--- src/rtl/alu_session_arbiter_pkg.sv ---
// alu_session_arbiter_pkg: opcode constants and arbiter state encoding
package alu_session_arbiter_pkg;
    localparam logic [2:0] OP_NONE = 3'b000;
    localparam logic [2:0] OP_ADD  = 3'b001;
    localparam logic [2:0] OP_SUB  = 3'b010;
    localparam logic [2:0] OP_MUL  = 3'b011;
    localparam logic [2:0] OP_AND  = 3'b100;
    localparam logic [2:0] OP_OR   = 3'b101;
    localparam logic [2:0] OP_NOT  = 3'b110;
    localparam logic [2:0] OP_XOR  = 3'b111;
    localparam logic [2:0] OP_FILL = OP_OR;
    typedef enum logic [1:0] {IDLE = 2'd0, CLEAR = 2'd1, RUN = 2'd2} state_t;
endpackage

--- src/rtl/alu_session_arbiter_if.sv ---
// alu_session_arbiter_if: requester, ALU and response buses of the session arbiter
interface alu_session_arbiter_if #(parameter int W = 8);
    logic         req0_valid, req1_valid;
    logic         req0_ready, req1_ready;
    logic [2:0]   req0_opcode, req1_opcode;
    logic [W-1:0] req0_a, req1_a, req0_b, req1_b;
    logic         req0_last, req1_last;
    logic         alu_clear;
    logic [2:0]   alu_opcode;
    logic [W-1:0] alu_in1, alu_in2, alu_out;
    logic         rsp_valid, rsp_id;
    logic [W-1:0] rsp_data;
    logic         abort, busy;
    modport slave (
        input  req0_valid, req1_valid, req0_opcode, req1_opcode, req0_a, req1_a,
               req0_b, req1_b, req0_last, req1_last, alu_out,
        output req0_ready, req1_ready, alu_clear, alu_opcode, alu_in1, alu_in2,
               rsp_valid, rsp_id, rsp_data, abort, busy
    );
    modport master (
        output req0_valid, req1_valid, req0_opcode, req1_opcode, req0_a, req1_a,
               req0_b, req1_b, req0_last, req1_last, alu_out,
        input  req0_ready, req1_ready, alu_clear, alu_opcode, alu_in1, alu_in2,
               rsp_valid, rsp_id, rsp_data, abort, busy
    );
endinterface

--- src/rtl/alu_session_arbiter_rr_pick2.sv ---
// rr_pick2: two-way round-robin pick, prio breaks ties
module rr_pick2 (
    input  logic [1:0] i_valid,
    input  logic       i_prio,
    output logic       o_grant_id,
    output logic       o_any
);
    always_comb begin
        o_any      = |i_valid;
        o_grant_id = &i_valid ? i_prio : i_valid[1];
    end
endmodule

--- src/rtl/alu_session_arbiter.sv ---
// alu_session_arbiter: per-session sharing of one accumulating ALU between two requesters
module alu_session_arbiter
    import alu_session_arbiter_pkg::*;
#(
    parameter int W       = 8,
    parameter int TIMEOUT = 16,
    parameter int TW      = 5
) (
    input logic                  clk,
    input logic                  clear_n,
    alu_session_arbiter_if.slave bus
);
    localparam logic [TW-1:0] LIMIT = TW'(TIMEOUT - 1);
    state_t         r_state, w_next_state;
    logic           r_owner, r_prio, r_rsp_valid, r_rsp_id, r_abort;
    logic [TW-1:0]  r_bubble_cnt;
    logic [W-1:0]   r_rsp_data;
    logic           w_grant, w_any, w_run, w_accept, w_bubble, w_last, w_timeout;
    rr_pick2 u_pick (
        .i_valid    ({bus.req1_valid, bus.req0_valid}),
        .i_prio     (r_prio),
        .o_grant_id (w_grant),
        .o_any      (w_any)
    );
    always_comb begin
        w_run          = r_state == RUN;
        w_accept       = w_run && (r_owner ? bus.req1_valid : bus.req0_valid);
        w_bubble       = w_run && !w_accept;
        w_last         = r_owner ? bus.req1_last : bus.req0_last;
        w_timeout      = (TIMEOUT != 0) && w_bubble && (r_bubble_cnt == LIMIT);
        w_next_state   = r_state == IDLE  ? (w_any ? CLEAR : IDLE) :
                         r_state == CLEAR ? RUN :
                         (w_run && !(w_accept && w_last) && !w_timeout) ? RUN : IDLE;
        bus.alu_clear  = !w_run;
        bus.req0_ready = w_run && !r_owner;
        bus.req1_ready = w_run && r_owner;
        // an OR with zero during bubbles leaves the accumulator untouched
        bus.alu_opcode = w_accept ? (r_owner ? bus.req1_opcode : bus.req0_opcode) :
                         w_run ? OP_FILL : OP_NONE;
        bus.alu_in1    = w_accept ? (r_owner ? bus.req1_a : bus.req0_a) : '0;
        bus.alu_in2    = w_accept ? (r_owner ? bus.req1_b : bus.req0_b) : '0;
        bus.rsp_valid  = r_rsp_valid;
        bus.rsp_id     = r_rsp_id;
        bus.rsp_data   = r_rsp_data;
        bus.abort      = r_abort;
        bus.busy       = r_state != IDLE;
    end
    always_ff @(posedge clk or negedge clear_n) begin
        if (!clear_n) begin
            r_state      <= IDLE;
            r_owner      <= 1'b0;
            r_prio       <= 1'b0;
            r_bubble_cnt <= '0;
            r_rsp_valid  <= 1'b0;
            r_rsp_id     <= 1'b0;
            r_rsp_data   <= '0;
            r_abort      <= 1'b0;
        end else begin
            r_state     <= w_next_state;
            r_rsp_valid <= w_accept;
            r_abort     <= w_timeout;
            if (r_state == IDLE && w_any) r_owner <= w_grant;
            if ((w_accept && w_last) || w_timeout) r_prio <= !r_owner;
            if (r_state == CLEAR || w_accept) r_bubble_cnt <= '0;
            else if (w_bubble) r_bubble_cnt <= r_bubble_cnt + 1'b1;
            if (w_accept) begin
                r_rsp_id   <= r_owner;
                r_rsp_data <= bus.alu_out;
            end
        end
    end
endmodule
--- src/flat_wrapper.sv ---
// flat-port wrapper written by rule: the top's interface ports become plain ports
module alu_session_arbiter_flat import alu_session_arbiter_pkg::*;
#(
    parameter int W       = 8,
    parameter int TIMEOUT = 16,
    parameter int TW      = 5
)
  (clk, clear_n, bus_req0_valid, bus_req1_valid, bus_req0_opcode, bus_req1_opcode, bus_req0_a, bus_req1_a, bus_req0_b, bus_req1_b, bus_req0_last, bus_req1_last, bus_alu_out, bus_req0_ready, bus_req1_ready, bus_alu_clear, bus_alu_opcode, bus_alu_in1, bus_alu_in2, bus_rsp_valid, bus_rsp_id, bus_rsp_data, bus_abort, bus_busy);
  alu_session_arbiter_if #(.W(W)) bus_i ();
  input logic clk;
  input logic clear_n;
  input wire logic [$bits(bus_i.req0_valid)-1:0] bus_req0_valid;
  input wire logic [$bits(bus_i.req1_valid)-1:0] bus_req1_valid;
  input wire logic [$bits(bus_i.req0_opcode)-1:0] bus_req0_opcode;
  input wire logic [$bits(bus_i.req1_opcode)-1:0] bus_req1_opcode;
  input wire logic [$bits(bus_i.req0_a)-1:0] bus_req0_a;
  input wire logic [$bits(bus_i.req1_a)-1:0] bus_req1_a;
  input wire logic [$bits(bus_i.req0_b)-1:0] bus_req0_b;
  input wire logic [$bits(bus_i.req1_b)-1:0] bus_req1_b;
  input wire logic [$bits(bus_i.req0_last)-1:0] bus_req0_last;
  input wire logic [$bits(bus_i.req1_last)-1:0] bus_req1_last;
  input wire logic [$bits(bus_i.alu_out)-1:0] bus_alu_out;
  output wire logic [$bits(bus_i.req0_ready)-1:0] bus_req0_ready;
  output wire logic [$bits(bus_i.req1_ready)-1:0] bus_req1_ready;
  output wire logic [$bits(bus_i.alu_clear)-1:0] bus_alu_clear;
  output wire logic [$bits(bus_i.alu_opcode)-1:0] bus_alu_opcode;
  output wire logic [$bits(bus_i.alu_in1)-1:0] bus_alu_in1;
  output wire logic [$bits(bus_i.alu_in2)-1:0] bus_alu_in2;
  output wire logic [$bits(bus_i.rsp_valid)-1:0] bus_rsp_valid;
  output wire logic [$bits(bus_i.rsp_id)-1:0] bus_rsp_id;
  output wire logic [$bits(bus_i.rsp_data)-1:0] bus_rsp_data;
  output wire logic [$bits(bus_i.abort)-1:0] bus_abort;
  output wire logic [$bits(bus_i.busy)-1:0] bus_busy;
  assign bus_i.req0_valid = bus_req0_valid;
  assign bus_i.req1_valid = bus_req1_valid;
  assign bus_i.req0_opcode = bus_req0_opcode;
  assign bus_i.req1_opcode = bus_req1_opcode;
  assign bus_i.req0_a = bus_req0_a;
  assign bus_i.req1_a = bus_req1_a;
  assign bus_i.req0_b = bus_req0_b;
  assign bus_i.req1_b = bus_req1_b;
  assign bus_i.req0_last = bus_req0_last;
  assign bus_i.req1_last = bus_req1_last;
  assign bus_i.alu_out = bus_alu_out;
  assign bus_req0_ready = bus_i.req0_ready;
  assign bus_req1_ready = bus_i.req1_ready;
  assign bus_alu_clear = bus_i.alu_clear;
  assign bus_alu_opcode = bus_i.alu_opcode;
  assign bus_alu_in1 = bus_i.alu_in1;
  assign bus_alu_in2 = bus_i.alu_in2;
  assign bus_rsp_valid = bus_i.rsp_valid;
  assign bus_rsp_id = bus_i.rsp_id;
  assign bus_rsp_data = bus_i.rsp_data;
  assign bus_abort = bus_i.abort;
  assign bus_busy = bus_i.busy;
  alu_session_arbiter #(.W(W), .TIMEOUT(TIMEOUT), .TW(TW)) u_core (.clk(clk), .clear_n(clear_n), .bus(bus_i));
endmodule
--- config.mk ---
export PLATFORM = sky130hd
export DESIGN_NAME = alu_session_arbiter_flat
export DESIGN_NICKNAME = d
export VERILOG_FILES = /design/src/rtl/alu_session_arbiter_pkg.sv /design/src/rtl/alu_session_arbiter_if.sv /design/src/rtl/alu_session_arbiter_rr_pick2.sv /design/src/rtl/alu_session_arbiter.sv /design/src/flat_wrapper.sv
export SDC_FILE = /design/constraint.sdc
export NUM_CORES = 1
export LEC_CHECK = 0
export ABC_AREA = 1
export CAP_MARGIN = 15
export CORE_MARGIN = 3
export CORE_UTILIZATION = 38
export DETAILED_ROUTE_END_ITERATION = 7
export GPL_TIMING_DRIVEN = 0
export PLACE_DENSITY = 0.86
export RECOVER_POWER = 100
export SKIP_LAST_GASP = 1
export SLEW_MARGIN = 5
export SYNTH_ARGS = -nofsm -noshare
export SYNTH_HDL_FRONTEND = slang
export SYNTH_HIERARCHICAL = 1
export SYNTH_SLANG_ARGS = --single-unit
--- constraint.sdc ---
create_clock -name clk -period 3.95 [get_ports clk]
set_clock_uncertainty 0.2 [all_clocks]
set_input_delay 0.395 -clock clk [delete_from_list [all_inputs] [get_ports clk]]
set_output_delay 0.395 -clock clk [all_outputs]
set_load 0.02 [all_outputs]
==> flow_results.org <==
** Die
- Die Wd :: between 60 and 70 um
- I/O Pins :: 86
- The floorplan step set the die height to 63.5 um.
- Initial core utilization :: about two fifths
- The die covers between 0.004 and 0.005 sq mm.
- After floorplanning, the core was divided into 20 placement rows.
- The region available for standard cell placement spans around 0.0031 sq mm.

** Timing
- Of the available clock period, the critical path in the final layout requires 85.3%.
- Based on the critical path, the design can be clocked at up to just under 300 MHz.
- Setup total negative slack on the finished layout was measured at 0 ns.
- The max-slew violation total from the final report came to 0.
- Unrepaired setup endpoints after global routing :: no
- Setup violations remaining at the end of the flow were counted as 0.
- Minimum clock period after layout :: about 3.4 ns
- In this run the tightest slew margin relative to its limit is roughly 41%.
- Slew @ Worst Pin :: just under 0.9 ns
- The number of failing hold endpoints at the final stage was 0.

** Final layout
- After the last flow step, the layout net total stands at 316.
- Post-Layout Inst Area :: roughly 0.0022 sq mm
- Leaving out fill and tap cells, the most frequent cells in the layout are sky130_fd_sc_hd__nand2_1, sky130_fd_sc_hd__clkdlybuf4s50_1, sky130_fd_sc_hd__dlygate4sd3_1.
- Layout overhead on the synthesized area :: 73.0%
- Fill cells in the final layout number 290.
- Commonest non-fill, non-tap cell in the layout :: sky130_fd_sc_hd__nand2_1
- Fraction of layout instances using a drive strength above 1 :: 10.8%
- The repair_antennas step left the layout with diodes totalling 0.

** Power
- Cell leakage power :: about 1.1 nW
- The worst-case IR drop observed on VDD is about 0.42 mV.
- Power density over cell area :: ~570 mW/mm^2

** Routing
- DRC Markers :: 0
- Pre-Repair DR Iteration Count :: 4
- Total Routed Length :: between 3000 and 4000 um
- After detailed routing, the number of vias per cell comes to 4.63.
- Number of DRC markers in iteration 0 :: 56
- Once detail routing completed, the nets flagged for antenna violations numbered 0.
- In the final routed layout, each cell accounts on average for between 10 and 15 um.
- Summing over every cut layer, the via total after detailed routing is approximately 1,400.

** Placement
- Summing all placed instances gives a cell area of between 0.002 and 0.0025 sq mm.
- Buffers on Ports :: 85
- Detail Placement HPWL :: 2920 um
- Routability-driven placement finished with a final weighted congestion of 0.742.

** Synth
- During synthesis, Yosys emitted a total of 6 warnings.
- A synthesized cell averages 7.30 sq um.
- Register area share after synthesis :: roughly two fifths
- Synthesis inferred 20 register bits.
- Summing every instance area after synthesis gives between 0.001 and 0.0015 sq mm.
- Yosys mapped the design onto 20 distinct sky130hd cell types.
- Gate Count Post-Synth :: 172
- Synthesis produced a netlist with a net count of around 230.

** CTS
- In this run, post-CTS repair resized a total of 0 instances.
- Post CTS Setup Buffer Count :: 0
- CTS built an H-tree with a depth of 1.
- Clk root buf :: sky130_fd_sc_hd__clkbuf_4
- Clock latency reported for the late side of the worst-skew pair :: 0.30 ns
- TritonCTS built the clock tree.
- Clock transition time at the flip-flop clock pins of the worst setup and hold paths :: 0.10 ns
- Buffer levels on the longest clock path :: 2
- Buffers inserted during clock tree synthesis total 3.
- After clock tree synthesis, the flow added hold-fix buffers numbering 0.
- Clock net sink count :: 20

** Worst hold path
- Type of the worst min-delay path :: flop to flop

** Worst setup path
- STA puts the critical path data required time at roughly 3.4 ns.
- Startpoint kind of the worst setup timing path :: primary input
- By startpoint and endpoint, the worst setup path is classified as primary input to output port.
- Of all nets on the critical path, the largest fanout is 10.
- Signal arrival time at the worst endpoint :: approximately 2.8 ns
- Critical Path Sink Type :: output port

** Global route
- Entering global routing, the biggest net connects 21 pins.
- For this run, the total global-route usage over all layers was measured as 18.6%.
- After global routing the overflow that remains totals 0.
- The via count of the first global-routing pass was about 1,300.
- The initial antenna violation count is 0.
- First-pass GRT wire length :: between 5000 and 6000 um

** Job
- MaxCap Viol Count :: 0

** Outcome
- The flow ran to the end, and the final reports show no timing, DRC or antenna violations.
-- sequential cells by signal, indices dropped and copies added, names as in the netlist --
name / flops
u_core/r_state: 2
u_core/bus.abort: 1
u_core/r_owner: 1
u_core/bus.rsp_data: 8
u_core/r_prio: 1
u_core/bus.rsp_valid: 1
u_core/bus.rsp_id: 1
u_core/r_bubble_cnt: 5
-- final cells by class --
cell class | instances | area, sq um | area share, %
Buffer | 6 | 31.3 | 1.44
Inverter | 13 | 51.3 | 2.36
Clock buffer | 3 | 22.5 | 1.04
Tap cell | 44 | 55.1 | 2.53
Timing Repair Buffer | 85 | 851 | 39.1
Sequential cell | 20 | 500 | 23.0
Multi-Input combinational cell | 133 | 662 | 30.5
-- cell families (layout without fill, tap and decap cells) --
kind of cell	after synthesis	count (layout)	synth area share (%)
xor gates and xnor gates	1	1	0.697
and+or+nand+nor	107	107	35.8
DFF	20	20	39.8
AOI/OAI and AO/OA	23	23	14.4
adders and majority gates	2	2	1.99
buffers and inverters	19	107	7.27
-- metrics by stage --
| stage | setup WS, ns | cells | power (mW) | utilization, % | hold WS, ns |
|---|---|---|---|---|---|
| after floorplan | 2.00 | 172 | 0.830 | - | -0.101 |
| after global placement | 1.01 | 301 | 1.19 | 69.7 | 0.255 |
| after detailed placement | 0.995 | 301 | 1.21 | 69.7 | 0.259 |
| after CTS | 0.985 | 304 | 1.30 | 70.4 | 0.282 |
| after global routing | 0.436 | 304 | 1.33 | 70.0 | 0.295 |
| final | 0.583 | 304 | 1.23 | 70.0 | 0.271 |
-- Yosys cell counts --
cell | count | area (sq um)
sky130_fd_sc_hd__dfrtp_1 | 20 | 500
sky130_fd_sc_hd__inv_1 | 9 | 33.8
sky130_fd_sc_hd__ha_1 | 2 | 25.0
sky130_fd_sc_hd__or2_1 | 1 | 6.26
sky130_fd_sc_hd__nor2_4 | 1 | 11.3
sky130_fd_sc_hd__nand4_1 | 1 | 6.26
sky130_fd_sc_hd__inv_2 | 3 | 11.3
sky130_fd_sc_hd__o21ai_0 | 4 | 20.0
sky130_fd_sc_hd__nor2_1 | 2 | 7.51
sky130_fd_sc_hd__buf_6 | 2 | 22.5
sky130_fd_sc_hd__a21oi_2 | 17 | 149
sky130_fd_sc_hd__inv_4 | 1 | 6.26
sky130_fd_sc_hd__buf_2 | 2 | 10.0
sky130_fd_sc_hd__xnor2_1 | 1 | 8.76
sky130_fd_sc_hd__nand2_1 | 87 | 327
sky130_fd_sc_hd__nand2_2 | 1 | 6.26
sky130_fd_sc_hd__o22ai_1 | 2 | 12.5
sky130_fd_sc_hd__nand3_1 | 13 | 65.1
sky130_fd_sc_hd__nor2_8 | 1 | 20.0
sky130_fd_sc_hd__clkbuf_1 | 2 | 7.51
-- worst max-delay path: stages --
cell and delay, ns:
sky130_fd_sc_hd__dlygate4sd3_1 0.61, sky130_fd_sc_hd__inv_1 0.06, sky130_fd_sc_hd__nand2_1 0.05, sky130_fd_sc_hd__nand2_1 0.18, sky130_fd_sc_hd__nor2_8 0.23, sky130_fd_sc_hd__inv_4 0.08
sky130_fd_sc_hd__clkbuf_1 0.28, sky130_fd_sc_hd__a21oi_2 0.18, sky130_fd_sc_hd__dlygate4sd3_1 0.70
-- worst paths after layout --
path	startpoint	endpoint	slack, ns	depth (start not counted)
min in group asynchronous	clear_n	u_core/r_bubble_cnt[0]	0.45	1
worst min-delay path	u_core/bus.rsp_data[5]	u_core/bus.rsp_data[5]	0.27	2
worst min register to register	u_core/bus.rsp_data[5]	u_core/bus.rsp_data[5]	0.27	2
max in group asynchronous	clear_n	u_core/r_prio	2.56	1
worst max-delay path	bus_req1_valid	bus_alu_opcode[1]	0.58	9
worst max register to register	u_core/r_owner	u_core/bus.rsp_data[2]	2.03	8
-- per-layer routing --
layer | vias up | GRT usage [%] | routed length, um
met4 | 0 | 6.47 | 61
met1 | 636 | 21.3 | 1410
met2 | 45 | 32.7 | 1870
li1 | 721 | - | -
met5 | - | 0 | 0
met3 | 6 | 5.53 | 231
-- power by group --
part           internal [mW]  total, mW  switching (mW)  leakage [nW]
Combinational          0.322      0.813           0.491         0.782
Clock                 0.0356     0.0932          0.0576        0.0138
Sequential             0.280      0.326          0.0462         0.258
(Power assumes the default switching activity.)
==> edit, RTL diff (config.mk and constraints unchanged) <==
`TW` is set to 5 in 2 places; all go to 4.
--- a/src/rtl/alu_session_arbiter.sv
+++ b/src/rtl/alu_session_arbiter.sv
@@ -6,3 +6,3 @@
     parameter int TIMEOUT = 16,
-    parameter int TW      = 5
+    parameter int TW      = 4
 ) (
--- a/src/flat_wrapper.sv
+++ b/src/flat_wrapper.sv
@@ -5,3 +5,3 @@
     parameter int TIMEOUT = 16,
-    parameter int TW      = 5
+    parameter int TW      = 4
 )
Behaviour: same outputs for any inputs over 10 cycles, from zero or initial values; that may be too few to reach the edited logic, so the function may still have changed.
==> edit against the original RTL <==
Power is 1.3% lower. Setup slack better by 0.0017 ns. Die area is 3.8% lower. Count of clock-buffer cells in the layout stayed put. Register-to-register slack worse by 0.07 ns. Global-route usage is 1.2 points higher. Sequential cell count is 1 lower. Area after synthesis is 4.2% lower. Core utilization is 3.9 points higher. Design area is 2.2% lower. Wire length is 1.5% higher. Highest routed layer is now met3.
==> edit: results (changes against the original RTL) <==
| Metric | Value |
|---|---|
| Initial drt markers | `51 (-8.9%)` |
| Layout cells sized above 1 | `0.114 (+0.00603)` |
| Hold WS | `0.282 ns (+0.0110 ns)` |
| Netlist cell types | `19 (-5.0%)` |
| Syn nets | `219 (-3.1%)` |
| WL final | `3630 um (+1.5%)` |
| Gr usage total | `0.198 (+0.0115)` |
| Static leakage | `0.00101 uW (-4.1%)` |
| Status | `finished clean` |
| Htree depth | `1 (unchanged)` |
| Max stage delay on crit path | `0.68 ns (-0.02 ns)` |
| Sequential cell area fraction in the yosys report | `0.395 (-0.00340)` |
| First-pass GRT wire length | `6490 um (+8.2%)` |
| Synth area leaders | `dfrtp_1 (40%), nand2_1 (26%), a21oi_2 (12%)` |
| Synth top cells by count | `nand2_1 (84), dfrtp_1 (19), a21oi_2 (17)` |
| Fin crit share | `0.852 (about the same)` |
| Slew HR | `0.456 (+0.0461)` |
| Filler cell count | `235 (-19%)` |
| Clk slew on worst S/H paths | `~0.11 ns` |
| Post-DP HPWL | `2990 um (+2.3%)` |
| R2R Setup Slk | `1.96 ns (-0.07 ns)` |
| Final net count | `309 (-2.2%)` |
| Largest net degree at the start of global routing | `20 (-4.8%)` |
| Root Driver | `clkbuf_4` |
| Vias per inst | `4.64 (+0.25%)` |
| TritonRoute pass-1 iters | `4 (unchanged)` |
| Total CTS buffers | `3 (unchanged)` |
| HP Class | `reg -> reg` |
| GPL Wtd Cong | `0.748 (+0.90%)` |
| Peak VDD IR | `0.398 mV (-4.9%)` |
| Buffers on Ports | `85 (unchanged)` |
| Vias in the first global route | `1339 (unchanged)` |
| Dominant synthesized flop cell | `dfrtp_1` |
## edit: changes by cell type in the layout (fill, tap and decap cells not counted), sizes merged, moves of 2 or more
cell           change
nand2              -3
dlygate4sd3        -4
clkdlybuf4s50      +4
o22ai              -2
## edit: final cells by class
class | instances | area share
flip-flops and latches | 19 | 0.224
well taps | 42 | 0.0247
inverters | 12 | 0.0224
clock inverters | 1 | 0.00353
repair buffers | 85 | 0.400
multi-input cells | 129 | 0.300
plain buffers | 6 | 0.0147
clock buffers | 3 | 0.0106
## edit: per-stage QoR
step | instances | worst slack (ns) | instance area [um^2]
after global placement | 293 | 1.02 | 2110
final | 297 | 0.584 | 2130
after global routing | 297 | 0.434 | 2130
after CTS | 297 | 0.981 | 2140
after detailed placement | 293 | 0.986 | 2110
after floorplan | 166 | 2.00 | 1200
## edit: metal layers
metal  global-route usage  routed length [um]  up-vias  part of all wire
met5                    0                   0        -                 0
met4               0.0441                   0        0                 0
met3               0.0559                 331        0             0.091
met2                0.333                1850       48              0.51
met1                0.252                1450      630              0.40
li1                     -                   -      701                 -
## edit: tightest hold or removal path, delay by kind of cell, from the launching register on
family           cells  cell delay (ns)
and+or+nand+nor      2             0.11
DFF                  1             0.35
## edit: final timing paths
kind,startpoint,endpoint,cells past startpoint
max in group asynchronous,clear_n,u_core/bus.rsp_data[5],1
min,u_core/bus.rsp_data[5],u_core/bus.rsp_data[5],2
min reg2reg,u_core/bus.rsp_data[5],u_core/bus.rsp_data[5],2
min in group asynchronous,clear_n,u_core/bus.rsp_data[7],1
max reg2reg,u_core/r_owner,u_core/bus.rsp_data[6],8
max,bus_req0_valid,bus_alu_in1[7],9
## edit: power by group
group	switching [uW]	leakage (uW)	internal [uW]
logic	483	0.000752	321
registers	42.7	0.000244	267
clock network	63.2	0.0000139	38.6
## edit: kinds of logic after synthesis
group	after synthesis	share of synthesized area
xor gates and xnor gates	2	0.0146
and+or+nand+nor	104	0.363
adders and majority gates	1	0.0104
AOI/OAI and AO/OA	22	0.144
buffers and inverters	18	0.0728
DFF	19	0.395
